[src/rtl/loudness_peak_tracker_pkg.sv]
// Shared types and default sizing for the loudness peak tracker.
package loudness_peak_tracker_pkg;

  localparam int unsigned W_DEF       = 41;
  localparam int unsigned NANGLES_DEF = 360;
  localparam int unsigned AW_DEF      = 9;

  typedef enum logic [1:0] {
    IDLE,
    SCAN,
    REPORT
  } state_t;

endpackage

[src/rtl/loudness_peak_tracker_angle_sequencer.sv]
// Expected-angle counter for one sweep, with match/first/last flags.
module angle_sequencer
  import loudness_peak_tracker_pkg::*;
#(
  parameter int unsigned NAngles = NANGLES_DEF,
  parameter int unsigned AW      = AW_DEF
) (
  input  logic          clk,
  input  logic          reset,
  input  logic          clear,
  input  logic          advance,
  input  logic [AW-1:0] angle_index,
  output logic          match,
  output logic          first,
  output logic          last
);

  logic [AW-1:0] expected;

  // clear (sweep start/restart) wins over advance in the same cycle
  always_ff @(posedge clk) begin
    if (reset || clear) begin
      expected <= '0;
    end else if (advance) begin
      expected <= expected + AW'(1);
    end
  end

  always_comb begin
    match = (angle_index == expected);
    first = (expected == '0);
    last  = (expected == AW'(NAngles - 1));
  end

endmodule

[src/rtl/loudness_peak_tracker.sv]
// Tracks peak loudness/angle and above-threshold count over one angular sweep.
module loudness_peak_tracker
  import loudness_peak_tracker_pkg::*;
#(
  parameter int unsigned W       = W_DEF,
  parameter int unsigned NAngles = NANGLES_DEF,
  parameter int unsigned AW      = AW_DEF
) (
  input  logic          clk,
  input  logic          reset,
  input  logic          start,
  input  logic          loudness_valid,
  input  logic [W-1:0]  loudness,
  input  logic [AW-1:0] angle_index,
  input  logic [W-1:0]  threshold,
  output logic          busy,
  output logic          peak_valid,
  output logic [AW-1:0] peak_angle,
  output logic [W-1:0]  peak_loudness,
  output logic [AW:0]   above_count,
  output logic          seq_error
);

  state_t       state, next_state;
  logic [W-1:0] thr_q;
  logic         restart, scan_sample, accept, reject;
  logic         match, first, last;

  // start is honoured in IDLE and SCAN only; a sample alongside start is dropped
  always_comb begin
    restart     = start && (state != REPORT);
    scan_sample = (state == SCAN) && loudness_valid && !start;
    accept      = scan_sample && match;
    reject      = scan_sample && !match;
  end

  angle_sequencer #(
    .NAngles(NAngles),
    .AW     (AW)
  ) u_seq (
    .clk        (clk),
    .reset      (reset),
    .clear      (restart),
    .advance    (accept),
    .angle_index(angle_index),
    .match      (match),
    .first      (first),
    .last       (last)
  );

  always_ff @(posedge clk) begin
    if (reset) begin
      state <= IDLE;
    end else begin
      state <= next_state;
    end
  end

  always_comb begin
    next_state = state;
    case (state)
      IDLE:    if (start) next_state = SCAN;
      SCAN: begin
        if (start)              next_state = SCAN;
        else if (accept && last) next_state = REPORT;
      end
      REPORT:  next_state = IDLE;
      default: next_state = IDLE;
    endcase
  end

  always_comb begin
    busy       = (state != IDLE);
    peak_valid = (state == REPORT);
  end

  always_ff @(posedge clk) begin
    if (reset) begin
      peak_loudness <= '0;
      peak_angle    <= '0;
      above_count   <= '0;
      seq_error     <= 1'b0;
      thr_q         <= '0;
    end else if (restart) begin
      peak_loudness <= '0;
      peak_angle    <= '0;
      above_count   <= '0;
      seq_error     <= 1'b0;
      thr_q         <= threshold;
    end else begin
      if (accept) begin
        // strict compare keeps the lowest angle on ties; angle 0 always loads
        if (first || (loudness > peak_loudness)) begin
          peak_loudness <= loudness;
          peak_angle    <= angle_index;
        end
        if (loudness > thr_q) begin
          above_count <= above_count + (AW+1)'(1);
        end
      end
      if (reject) begin
        seq_error <= 1'b1;
      end
    end
  end

endmodule

[config.mk]
export PLATFORM = sky130hd
export DESIGN_NAME = loudness_peak_tracker
export DESIGN_NICKNAME = d
export VERILOG_FILES = /design/src/rtl/loudness_peak_tracker_pkg.sv /design/src/rtl/loudness_peak_tracker_angle_sequencer.sv /design/src/rtl/loudness_peak_tracker.sv
export SDC_FILE = /design/constraint.sdc
export NUM_CORES = 1
export LEC_CHECK = 0
export CAP_MARGIN = 10
export CORE_MARGIN = 2
export CORE_UTILIZATION = 64
export CTS_CLUSTER_DIAMETER = 40
export DETAILED_ROUTE_END_ITERATION = 7
export DONT_BUFFER_PORTS = 1
export GPL_TIMING_DRIVEN = 0
export PLACE_DENSITY = 0.76
export SYNTH_ARGS = -nofsm -noshare
export SYNTH_HDL_FRONTEND = slang
export SYNTH_SLANG_ARGS = --single-unit
[constraint.sdc]
create_clock -name clk -period 2.4 [get_ports clk]
set_input_delay 0.24 -clock clk [delete_from_list [all_inputs] [get_ports clk]]
set_output_delay 0.24 -clock clk [all_outputs]
set_load 0.01 [all_outputs]
==> results of run 1 <==
[synth_stat cells (3+ instances only)]
cell,instances,share of area
sky130_fd_sc_hd__dfxtp_1,113,0.33
sky130_fd_sc_hd__and4_1,3,0.0039
sky130_fd_sc_hd__buf_12,5,0.015
sky130_fd_sc_hd__a21oi_1,69,0.051
sky130_fd_sc_hd__or3_1,9,0.0083
sky130_fd_sc_hd__clkbuf_1,27,0.015
sky130_fd_sc_hd__and3_1,6,0.0055
sky130_fd_sc_hd__xor2_1,7,0.0090
sky130_fd_sc_hd__nor4_1,3,0.0028
sky130_fd_sc_hd__xnor2_1,10,0.013
sky130_fd_sc_hd__nor2_1,20,0.011
sky130_fd_sc_hd__inv_1,91,0.050
sky130_fd_sc_hd__o21ai_0,12,0.0088
sky130_fd_sc_hd__nand2b_1,3,0.0028
sky130_fd_sc_hd__a31oi_1,10,0.0092
sky130_fd_sc_hd__a21o_1,10,0.011
sky130_fd_sc_hd__nand2_1,216,0.12
sky130_fd_sc_hd__ha_1,85,0.16
sky130_fd_sc_hd__nor3_1,9,0.0066
sky130_fd_sc_hd__nand3_1,14,0.010
sky130_fd_sc_hd__and2_1,6,0.0055
sky130_fd_sc_hd__mux2i_1,61,0.090
sky130_fd_sc_hd__nand4_1,27,0.025
[how the worst max path moves through the flow]
stage / startpoint / endpoint / slack, ns / depth (start not counted)
floorplan: peak_loudness[39]$_SDFFE_PP0P_ / peak_angle[0]$_SDFFE_PP0P_ / 0.15 / 10
global placement: peak_loudness[32]$_SDFFE_PP0P_ / peak_loudness[18]$_SDFFE_PP0P_ / -0.19 / 10
detailed placement: peak_loudness[32]$_SDFFE_PP0P_ / peak_angle[8]$_SDFFE_PP0P_ / -0.26 / 10
CTS: peak_loudness[40]$_SDFFE_PP0P_ / peak_loudness[34]$_SDFFE_PP0P_ / -0.08 / 10
global route: peak_loudness[38]$_SDFFE_PP0P_ / peak_loudness[28]$_SDFFE_PP0P_ / -0.38 / 10
finish: peak_loudness[38]$_SDFFE_PP0P_ / peak_loudness[28]$_SDFFE_PP0P_ / -0.34 / 10
[critical path, cell delays in order, from the launching register on]
cell and delay [ns]:
sky130_fd_sc_hd__dfxtp_4 0.39, sky130_fd_sc_hd__inv_2 0.05, sky130_fd_sc_hd__ha_4 0.27, sky130_fd_sc_hd__nand4_1 0.20
sky130_fd_sc_hd__nor4_4 0.45, sky130_fd_sc_hd__nand3_2 0.14, sky130_fd_sc_hd__o31ai_2 0.23, sky130_fd_sc_hd__o31a_1 0.19
sky130_fd_sc_hd__buf_12 0.19, sky130_fd_sc_hd__buf_12 0.15, sky130_fd_sc_hd__mux2i_1 0.33
[power groups by stage]
stage | registers, W | clock network, W | logic, W
after floorplan | 0.00197 | 0 | 0.000334
after global placement | 0.00198 | 0 | 0.000409
after detailed placement | 0.00198 | 0 | 0.000434
after CTS | 0.00193 | 0.00265 | 0.000575
after global routing | 0.00193 | 0.00275 | 0.000694
final | 0.00193 | 0.00266 | 0.000628
[sequential cells by signal (all words and copies together) (netlist names)]
name            flops
u_seq.expected      9
peak_loudness      41
thr_q              41
state               2
above_count        10
seq_error           1
peak_angle          9
[stage by stage]
step	worst slack [ns]	setup TNS (ns)	utilization	total power (W)	area [um2]
floorplan	0.155	0	-	0.00230	6820
global placement	-0.193	-9.74	0.677	0.00238	6990
detailed placement	-0.264	-12.05	0.677	0.00241	6990
CTS	-0.0836	-1.74	0.849	0.00515	8760
global route	-0.376	-12.23	0.864	0.00538	8910
finish	-0.338	-7.71	0.864	0.00522	8910
[layout make-up]
type	instances	area share
Multi-Input combinational cell	605	0.475
Tap cell	136	0.0191
Inverter	91	0.0386
Clock buffer	21	0.0504
Timing Repair Buffer	97	0.112
Clock inverter	11	0.0180
Sequential cell	113	0.259
Buffer	37	0.0282
[layer usage]
metal	track usage	wire, um	up-vias
li1	-	-	3090
met2	0.634	10800	393
met3	0.128	2030	110
met5	0	0	-
met1	0.396	7910	3107
met4	0.203	1030	0
[cell families after synthesis]
family                     after synthesis  synth area share
AOI/OAI and AO/OA                      118             0.103
xor gates and xnor gates                17            0.0218
adders and majority gates               85             0.156
buffers and inverters                  128            0.0857
DFF                                    113             0.332
muxes                                   61            0.0895
and+or+nand+nor                        324             0.212
[what timing repair did]
action / 4_1_cts / 5_1_grt
gates cloned: 2 / 0
endpoints found under the setup margin: 60 / 60
pin swaps: 11 / 11
buffers inserted: 0 / 3
resized for setup: 50 / 27
endpoints found under the hold margin: 93 / 0
hold buffers: 92 / 0
==> summary.md, run 1 <==
The logs give 0.510 for the clock share of power and 12,900 um for the half-perimeter wire length of the detailed placement result. Clock tree synthesis inserted a total of 17 buffers. The floorplan step defined a die boundary enclosing 11,500 um2.

The number of placed instances, taps included, is 982. The startpoint identified for the worst hold timing path is loudness_valid. Data on the critical path arrives at its endpoint at 3.15 ns. Number of global-route vias before repair: 6,877.

In the routed design, unresolved DRC markers number 0. Registers take 2310 um2. The headroom to the max-slew limit is 0.563. The remaining antenna violation count came out at 0.

For the minimum setup slack in the final design, the log shows -0.338 ns. The total congestion overflow was 0. In this run the clock root is driven by a sky130_fd_sc_hd__clkbuf_8. The initial antenna violation count was 0; the max-slew violation total from the final report was 0. The post-route fraction of the period consumed by the critical path was 1.14.

The switching share of power is 0.247. The clock slew seen by the registers of the worst setup and hold paths was 0.06 ns; the first-pass detailed-route iteration total was 6. The post-synthesis average cell area is 8.06 um2.

The number of max-capacitance violations reported came out at 0. Leaving out fill and tap cells, the most frequent cells in the layout are sky130_fd_sc_hd__nand2_1, sky130_fd_sc_hd__dfxtp_1, sky130_fd_sc_hd__dlygate4sd3_1, sky130_fd_sc_hd__inv_1, sky130_fd_sc_hd__ha_1. The run finished, with violations left. After the flow finishes, the layout carries non-filler instances totaling 1,111. The tools report the reported leakage power as 3.35 nW. The tools report the launch point of the worst reg-to-reg path as peak_loudness[38]$_SDFFE_PP0P_. For the worst setup path, the data required time is 2.81 ns. Yosys mapped a number of flops with a built-in enable equal to 0. When the netlist entered floorplanning its net count stood at 1,026. The tightest hold path in the finished design has a slack of 0.188 ns. The tools report the startpoint type of the worst setup path as a flip-flop. Clock latency on the worst-skew pair, taken at its later pin, is 0.54 ns.

Setup repair after global routing could not meet its margin everywhere. The library cell used most frequently in the layout, excluding fill and tap cells, is sky130_fd_sc_hd__nand2_1. On the final layout, the worst clock skew is 0.0127 ns.

The total net switching power was 0.00129 W. Combinational power share: 0.120. Proportion of register bits with asynchronous set or reset after synthesis: 0.

The path class of the tightest hold or removal check is primary input to flip-flop. The number of setup violations in the final report was 50; the part of the total power dissipated in sequential elements was 0.369. Pin placement for this block handled 158 I/O pins. Counting every instance in the synthesized netlist gives 846.

In this run the vertical extent of the chip is 107 um. Across all register-to-register paths, the minimum setup slack is -0.34 ns. The area of the core came out at 10,300 um2. Width of the chip: 107 um. The tools report the final count of hold timing violations as 0. Counting flops and latches in the post-synthesis netlist gives 113. The tools report the total number of clock tree sinks as 113. The clock tree synthesis step divided the H-tree into 4 levels.

The run gives 0.661 as the effective utilization at floorplan. STA classifies the critical path endpoint as a flip-flop. Input and output buffers added on the ports amount to 0. In this run, the number of DRC markers left after iteration 0 of detailed routing was 653. The worst setup path is of the flip-flop to flip-flop kind. Summing over every cut layer, the via total after detailed routing is 6,700. TritonCTS built the clock tree. The synthesized netlist occupies a cell area of 6820 um2.

The number of antenna diodes in the final layout is 0. After detailed routing, the average wire length per cell comes to 19.6 um. Wires add up to 21,700 um. The run gives 0 as the number of warnings printed during yosys synthesis.

At the end of routability-driven placement, the weighted congestion stood at 0.890. Most common flop cell mapped by yosys: sky130_fd_sc_hd__dfxtp_1. Static timing analysis puts the maximum clock frequency at 365 MHz.

The tools report the sequential element share of the synthesized area as 0.332. From synthesis to final layout, the design area changed by 30.7%. The worst hold path was traced through 4 stages. After floorplanning, the core was divided into 37 placement rows. The worst reg2reg path endpoint is peak_loudness[28]$_SDFFE_PP0P_.

The count of fill cells added during filler insertion came out at 539. The fraction of final layout cells with drive strength greater than 1 is 0.107. The run gives 1,142 as the post-layout net count.

Power spread over the standard cell area amounts to 586 nW/um2. The checks that failed: negative setup slack. The tools report the global-route wire length before repair as 33,100 um.

The clock passes through at most 2 buffers. Counting I/O delays and the setup requirement, the final critical path takes 2.74 ns. The worst-case IR drop observed on VDD is 434 uV.

The pin count of the biggest net entering global routing came out at 17. The post-synthesis cell type count was 47; the peak fanout along the critical path was 7. Cell internal power was estimated by the tool at 0.00393 W. The worst hold path terminates at seq_error$_SDFFE_PP0P_.

Cell count of the worst reg-to-reg path: 10. The global routing usage summed across all routing layers was 0.369; the transition time at the pin with the least slew margin was 0.656 ns. The multi-input combinational cells in the finished layout cover a total of 4230 um2. Average via count per standard cell: 6.03.
(Power assumes the default switching activity.)
==> run 2: changes to the inputs <==
==> constraint.sdc (replaced) <==
create_clock -name clk -period 3 [get_ports clk]
set_input_delay 0.3 -clock clk [delete_from_list [all_inputs] [get_ports clk]]
set_output_delay 0.3 -clock clk [all_outputs]
set_load 0.01 [all_outputs]
==> run 2 against run 1 <==
Compared with the run above: the flow now finishes without violations; clock-buffer cell count unchanged; largest power group unchanged; flip-flop and latch count unchanged; clock skew down 0.0034 ns; wire length down 9.9%.
==> summary.md, run 2 (synthesized netlist as in run 1, its figures left out) <==
The flow ran to the end, and the final reports show no timing, DRC or antenna violations. The data required time of the worst path was 3.42 ns. The tools report the remaining antenna violation count as 0. The global routing usage summed across all routing layers is 0.347, and the hold-critical path depth is 3. Max-cap violations in this run came to 0. For the number of placed cells counting well taps, the log shows 982. For this design, the slowest cell found on the critical path is sky130_fd_sc_hd__nor4_2. Across all setup checks in the final design, the least slack found is 0.223 ns. The post-route fraction of the period consumed by the critical path came out at 0.926.

Startpoint type of the worst setup path: a flip-flop. The logs give 312 uV for the maximum vdd drop and 0.00936 ns for the largest clock skew in the final design. Of all nets on the critical path, the largest fanout is 10. The min-delay analysis places its worst path in the category primary input to flip-flop.

The power per cell area came out at 485 nW/um2. Critical path endpoint category: a flip-flop. The leading cell type in the layout, fill and taps excluded is sky130_fd_sc_hd__nand2_1. The post-layout net count is 1,137, and the number of buffer cells added on primary ports is 0. The initial antenna violation count was 1; the total congestion overflow was 0. At the end of routability-driven placement, the weighted congestion stood at 0.890. In this run the number of H-tree levels came out at 4. The global routing stage identified its most utilized layer as met2.

For the number of buffers inserted to repair setup after CTS, the log shows 0. In this run the deepest clock path goes through 2 buffers. The met1 track utilization from global routing is 0.377. For the initial DRC count, the log shows 626. Dividing the detail-routed via count by the number of cells gives 5.81. The placed instances occupy a cell area of 6990 um2. At the later pin of the worst-skew pair, clock insertion delay measures 0.52 ns.

The headroom to the max-slew limit is 0.191, and the post-layout instance area is 8520 um2. At the worst endpoint, the arrival time is 3.20 ns. The number of buffers inserted during clock tree synthesis came out at 17.

The floorplan step defined a die boundary enclosing 11,500 um2. The critical path in this run is classified as flip-flop to flip-flop. Effective utilization at floorplan: 0.661.

Entering global routing, the biggest net connects 17 pins. The final setup TNS was 0 ns; the number of cells on the critical path was 10. Clock-pin slew was measured on the worst setup and hold paths at 0.06 ns. The tools report the root cell of the clock tree as sky130_fd_sc_hd__clkbuf_8. The half-perimeter wire length of the detailed placement result is 12,900 um, and the final count of hold timing violations is 0.

Together, buffers and inverters on the worst path number 3. The chip height is 107 um. The setup slack after placement was 0.336 ns.

For the global-route wire length before repair, the log shows 31,100 um. The width of the chip was 107 um. The fraction of final layout cells with drive strength greater than 1 is 0.0454, and the delay of the slowest cell on the worst path is 0.43 ns.

Measured in cells, the most critical reg-to-reg path has a length of 10. Setup repair after global routing left no endpoint under its margin. Compared with the post-synthesis result, the final layout area differs by 25.0%.

The transition time at the pin with the least slew margin came out at 1.20 ns. The clock period could shrink to 2.78 ns. The kind of cell with the highest combined delay along the critical path is simple AND/OR/NAND/NOR gates. The final layout contains routed wiring with a total length of 19,600 um. The max-slew violation total from the final report is 0.

The number of global-route vias before repair is 6,617. Traced cell by cell, the critical path runs through inv_1 -> ha_1 -> nand4_1 -> nor4_2 -> nand3_1 -> o31ai_1 -> o31a_1 -> buf_6 -> buf_12 -> mux2i_1. The run gives 0 as the DRC violation count after routing. The first-pass detailed-route iteration total was 6; the area of the core was 10,300 um2. In this run the static leakage power is 3.24 nW. The met3 capacity usage during global routing is 0.116, and the count of placed standard cells in the final layout, fillers left out is 1,107.

The total vias in the final route came out at 6,434. In the final layout, the registers with the most flip-flops are peak_loudness: 41 flops, thr_q: 41 flops, above_count: 10 flops. Dividing the detail-routed wire length by the instance count gives 17.7 um. In the layout the commonest cells are sky130_fd_sc_hd__nand2_1, sky130_fd_sc_hd__dfxtp_1, sky130_fd_sc_hd__dlygate4sd3_1, sky130_fd_sc_hd__inv_1, sky130_fd_sc_hd__ha_1.

Setup violations remaining at the end of the flow were counted as 0. The run gives 0.599 as the global-route met2 utilization. Counting every sink on the clock net gives 113. The maximum achievable frequency came out at 360 MHz. Row generation in the floorplan step produced 37 rows. 158 I/O pins were placed. TritonCTS built the clock tree.
run 2: cell count changes in the layout (fill, tap and decap cells not counted), sizes merged:
| cell | before | now |
|---|---|---|
| diode | 0 | 1 |
| buf | 15 | 10 |
run 2: what timing repair did:
action,4_1_cts,5_1_grt
hold buffers,92,0
hold endpoints to repair,93,0
resized for setup,0,0
run 2: area by class of cell:
type	instances	area, um2
fill	635	1800
sequential	113	2260
clock buffer	21	449
clock inverter	11	160
multi-input combinational	605	3970
inverter	91	342
tap	136	170
timing repair buffer	92	921
antenna	1	2.50
buffer	37	243
run 2: stage by stage:
| step | hold WS [ns] | util | power [W] |
|---|---|---|---|
| after detailed placement | 0.444 | 0.677 | 0.00193 |
| after floorplan | 0.436 | - | 0.00184 |
| after global placement | 0.438 | 0.677 | 0.00191 |
| after global routing | 0.223 | 0.826 | 0.00428 |
| final | 0.243 | 0.826 | 0.00414 |
| after CTS | 0.207 | 0.825 | 0.00412 |
run 2: final timing paths:
check | to | slack [ns] | from
setup / recovery | peak_angle[8]$_SDFFE_PP0P_ | 0.22 | peak_loudness[32]$_SDFFE_PP0P_
hold / removal | above_count[9]$_SDFFE_PP0P_ | 0.24 | start
setup reg to reg | peak_angle[8]$_SDFFE_PP0P_ | 0.22 | peak_loudness[32]$_SDFFE_PP0P_
hold reg to reg | thr_q[27]$_SDFFE_PP0P_ | 0.45 | thr_q[27]$_SDFFE_PP0P_
run 2: power by group:
part,leakage [nW],switching [W],internal [W]
Sequential,0.918,0.0000180,0.00153
Combinational,2.02,0.000243,0.000221
Clock,0.297,0.000735,0.00139
Total,3.24,0.000996,0.00314
run 2: layer usage:
metal,vias to the layer above,part of all wire
met3,78,0.086
li1,3079,-
met2,302,0.49
met5,-,0
met4,0,0.040
met1,2975,0.39
run 2: tightest hold or removal path, delay by kind of cell:
family,cells,cell delay [ns]
multiplexers,1,0.06
AND/OR/NAND/NOR,2,0.36
==> run 3: changes to the inputs <==
--- a/config.mk
+++ b/config.mk
@@ -11,6 +11,7 @@
 export CTS_CLUSTER_DIAMETER = 40
 export DETAILED_ROUTE_END_ITERATION = 7
 export DONT_BUFFER_PORTS = 1
+export GPL_ROUTABILITY_DRIVEN = 0
 export GPL_TIMING_DRIVEN = 0
 export PLACE_DENSITY = 0.76
 export SYNTH_ARGS = -nofsm -noshare
==> run 3 against run 2 <==
Compared with the run above: first-iteration DRC count shrank 13%; largest power group unchanged; clock-buffer cell count increased by 5; design area decreased by 0.50%.
==> summary.md, run 3 (synthesized netlist as in run 1, its figures left out) <==
Total congestion overflow: 0. Traced cell by cell, the critical path runs through inv_1 -> ha_1 -> nor2b_1 -> o21ai_0 -> a2111oi_1 -> o311ai_1 -> a31oi_1 -> mux2i_1. The global routing usage summed across all routing layers is 0.359. The cell count of the worst reg-to-reg path works out to 8.

The library cell used most frequently in the layout, excluding fill and tap cells, is sky130_fd_sc_hd__nand2_1. The start point of the worst min-delay path is start. The run gives 11,500 um2 as the die outline area. Final count of hold timing violations: 0. The path with the worst hold slack has its endpoint at above_count[9]$_SDFFE_PP0P_. The worst reg2reg path endpoint is above_count[1]$_SDFFE_PP0P_. The run gives 6990 um2 as the area after detailed placement. The library cells used most frequently in the layout, excluding fill and tap cells, are sky130_fd_sc_hd__nand2_1, sky130_fd_sc_hd__dfxtp_1, sky130_fd_sc_hd__dlygate4sd3_1, sky130_fd_sc_hd__inv_1, sky130_fd_sc_hd__ha_1. In this run the worst hold path is classified as primary input to flip-flop. The core region is 10,300 um2. The headroom to the max-slew limit was 0.147. The routed design has 20,400 um of wire. The synthesis-to-finish area growth is 24.3%. The peak fanout along the critical path works out to 9. For the boundary pin count, the log shows 158. The reported leakage power was 3.22 nW. The power per cell area was 467 nW/um2; the transition time at the pin with the least slew margin was 1.26 ns. The run gives 0 as the remaining antenna violation count. In this run the clock root is driven by a sky130_fd_sc_hd__clkbuf_8. The critical path is of the flip-flop to flip-flop type.

The number of buffer cells added on primary ports is 0, and the worst setup slack for register-to-register paths is 0.17 ns. Row generation in the floorplan step produced 37 rows. The average via count per standard cell is 5.90, and the global-route wire length before repair is 31,900 um. The tool flagged a number of max-cap violations equal to 0. Among cell families on the critical path, the largest total delay comes from compound AO/OA/AOI/OAI gates. TritonCTS created 17 clock buffers. The tools report the initial antenna violation count as 1.

The run gives 0 as the DRC violation count after routing. Maximum vdd drop: 489 uV. STA classifies the critical path startpoint as a flip-flop. After the first detailed-routing iteration, the DRC count stood at 544.

The largest registers in the layout are peak_loudness: 41 flops, thr_q: 41 flops, above_count: 10 flops. The insertion delay of the later-clocked pin in the worst-skew pair is 0.54 ns, and the total vias in the final route is 6,518. Measured along the x axis, the die boundary spans 107 um. The tools report the max-slew violation total from the final report as 0. The clock tree synthesis step divided the H-tree into 4 levels. Clock skew on the completed layout was measured at 0.00602 ns. TritonCTS built the clock tree. On the worst path, the slowest cell contributes a delay of 1.03 ns.

Before antenna repair, the detailed router went through 8 iterations. The clock slew seen by the registers of the worst setup and hold paths works out to 0.06 ns. For this design, the sink count on the clock tree is 113. The flow ran to the end, and the final reports show no timing, DRC or antenna violations. The worst path meets setup with 0.175 ns of slack.

The data required time of the worst path was 3.41 ns. Along the worst hold path, the cell count comes to 3. After legalization and detailed placement, the total HPWL measured 13,000 um.

The critical path runs through a total of 8 cells. Fraction of final layout cells with drive strength greater than 1: 0.0434. The post-route fraction of the period consumed by the critical path works out to 0.942. In this run the deepest clock path goes through 2 buffers. Shortest period the worst path allows: 2.83 ns. Setup violations remaining at the end of the flow were counted as 0. STA puts the critical path data arrival time at 3.24 ns. The effective utilization at floorplan is 0.661.

Derived from the worst setup path, the maximum achievable clock frequency is 354 MHz. The tools report the number of global-route vias before repair as 6,728. In this run the critical register-to-register path is launched from thr_q[1]$_SDFFE_PP0P_.

Average wire per cell in the routed design: 18.4 um. Before CTS, the worst setup slack after placement is 0.294 ns. After the last flow step, the layout net total stands at 1,137.

The finished cells cover 8480 um2. The pin count of the biggest net entering global routing was 17. The number of buffer and inverter stages on the critical path came out at 1. From bottom edge to top edge, the die measures 107 um. The master of the slowest instance on the critical path was sky130_fd_sc_hd__o311ai_1.

After clock tree synthesis, the setup repair step added 0 buffers. The tools report the launching element of the worst setup path as thr_q[1]$_SDFFE_PP0P_. Final setup TNS: 0 ns.

STA classifies the critical path endpoint as a flip-flop. Setup repair after global routing left no endpoint under its margin.
-- run 3: report_power, final --
group	switching, W	internal [W]
logic	0.000252	0.000222
registers	0.0000183	0.00153
clock network	0.000691	0.00124
total	0.000961	0.00300
-- run 3: per-stage QoR --
| step | utilization | hold WS [ns] | std cells | total power [W] |
|---|---|---|---|---|
| finish | 0.821 | 0.181 | 1105 | 0.00396 |
| global route | 0.821 | 0.234 | 1105 | 0.00409 |
| CTS | 0.821 | 0.166 | 1104 | 0.00395 |
| detailed placement | 0.677 | 0.445 | 982 | 0.00193 |
| global placement | 0.677 | 0.438 | 982 | 0.00191 |
| floorplan | - | 0.436 | 846 | 0.00184 |
-- run 3: area by class of cell --
class | instances | area, um2
Tap cell | 136 | 170
Sequential cell | 113 | 2260
Multi-Input combinational cell | 605 | 3980
Antenna cell | 1 | 2.50
Timing Repair Buffer | 92 | 921
Buffer | 37 | 243
Clock inverter | 4 | 47.5
Clock buffer | 26 | 518
Fill cell | 641 | 1840
Inverter | 91 | 342
-- run 3: timing repair --
action / CTS / global route
hold endpoints to repair: 93 / 0
hold buffers: 92 / 0
resized for setup: 0 / 1
endpoints found under the setup margin: 0 / 2
-- run 3: worst max-delay path by stage --
stage | end | slack [ns]
after detailed placement | peak_loudness[35]$_SDFFE_PP0P_ | 0.29
final | above_count[1]$_SDFFE_PP0P_ | 0.17
after global placement | peak_loudness[18]$_SDFFE_PP0P_ | 0.41
after floorplan | peak_angle[0]$_SDFFE_PP0P_ | 0.75
after global routing | peak_loudness[22]$_SDFFE_PP0P_ | 0.03
after CTS | peak_loudness[35]$_SDFFE_PP0P_ | 0.27
-- run 3: metal layers --
metal  vias up  track usage  part of all wire  wire (um)
li1       3073            -                 -          -
met1      3033        0.372              0.37       7600
met2       318        0.619              0.49      10000
met3        94        0.125             0.088       1780
met4         0        0.222             0.047        949
met5         -            0                 0          0
-- run 3: worst min-delay path: stages --
cell and delay, ns:
sky130_fd_sc_hd__and2_1 0.18, sky130_fd_sc_hd__or3_1 0.13, sky130_fd_sc_hd__mux2i_1 0.06
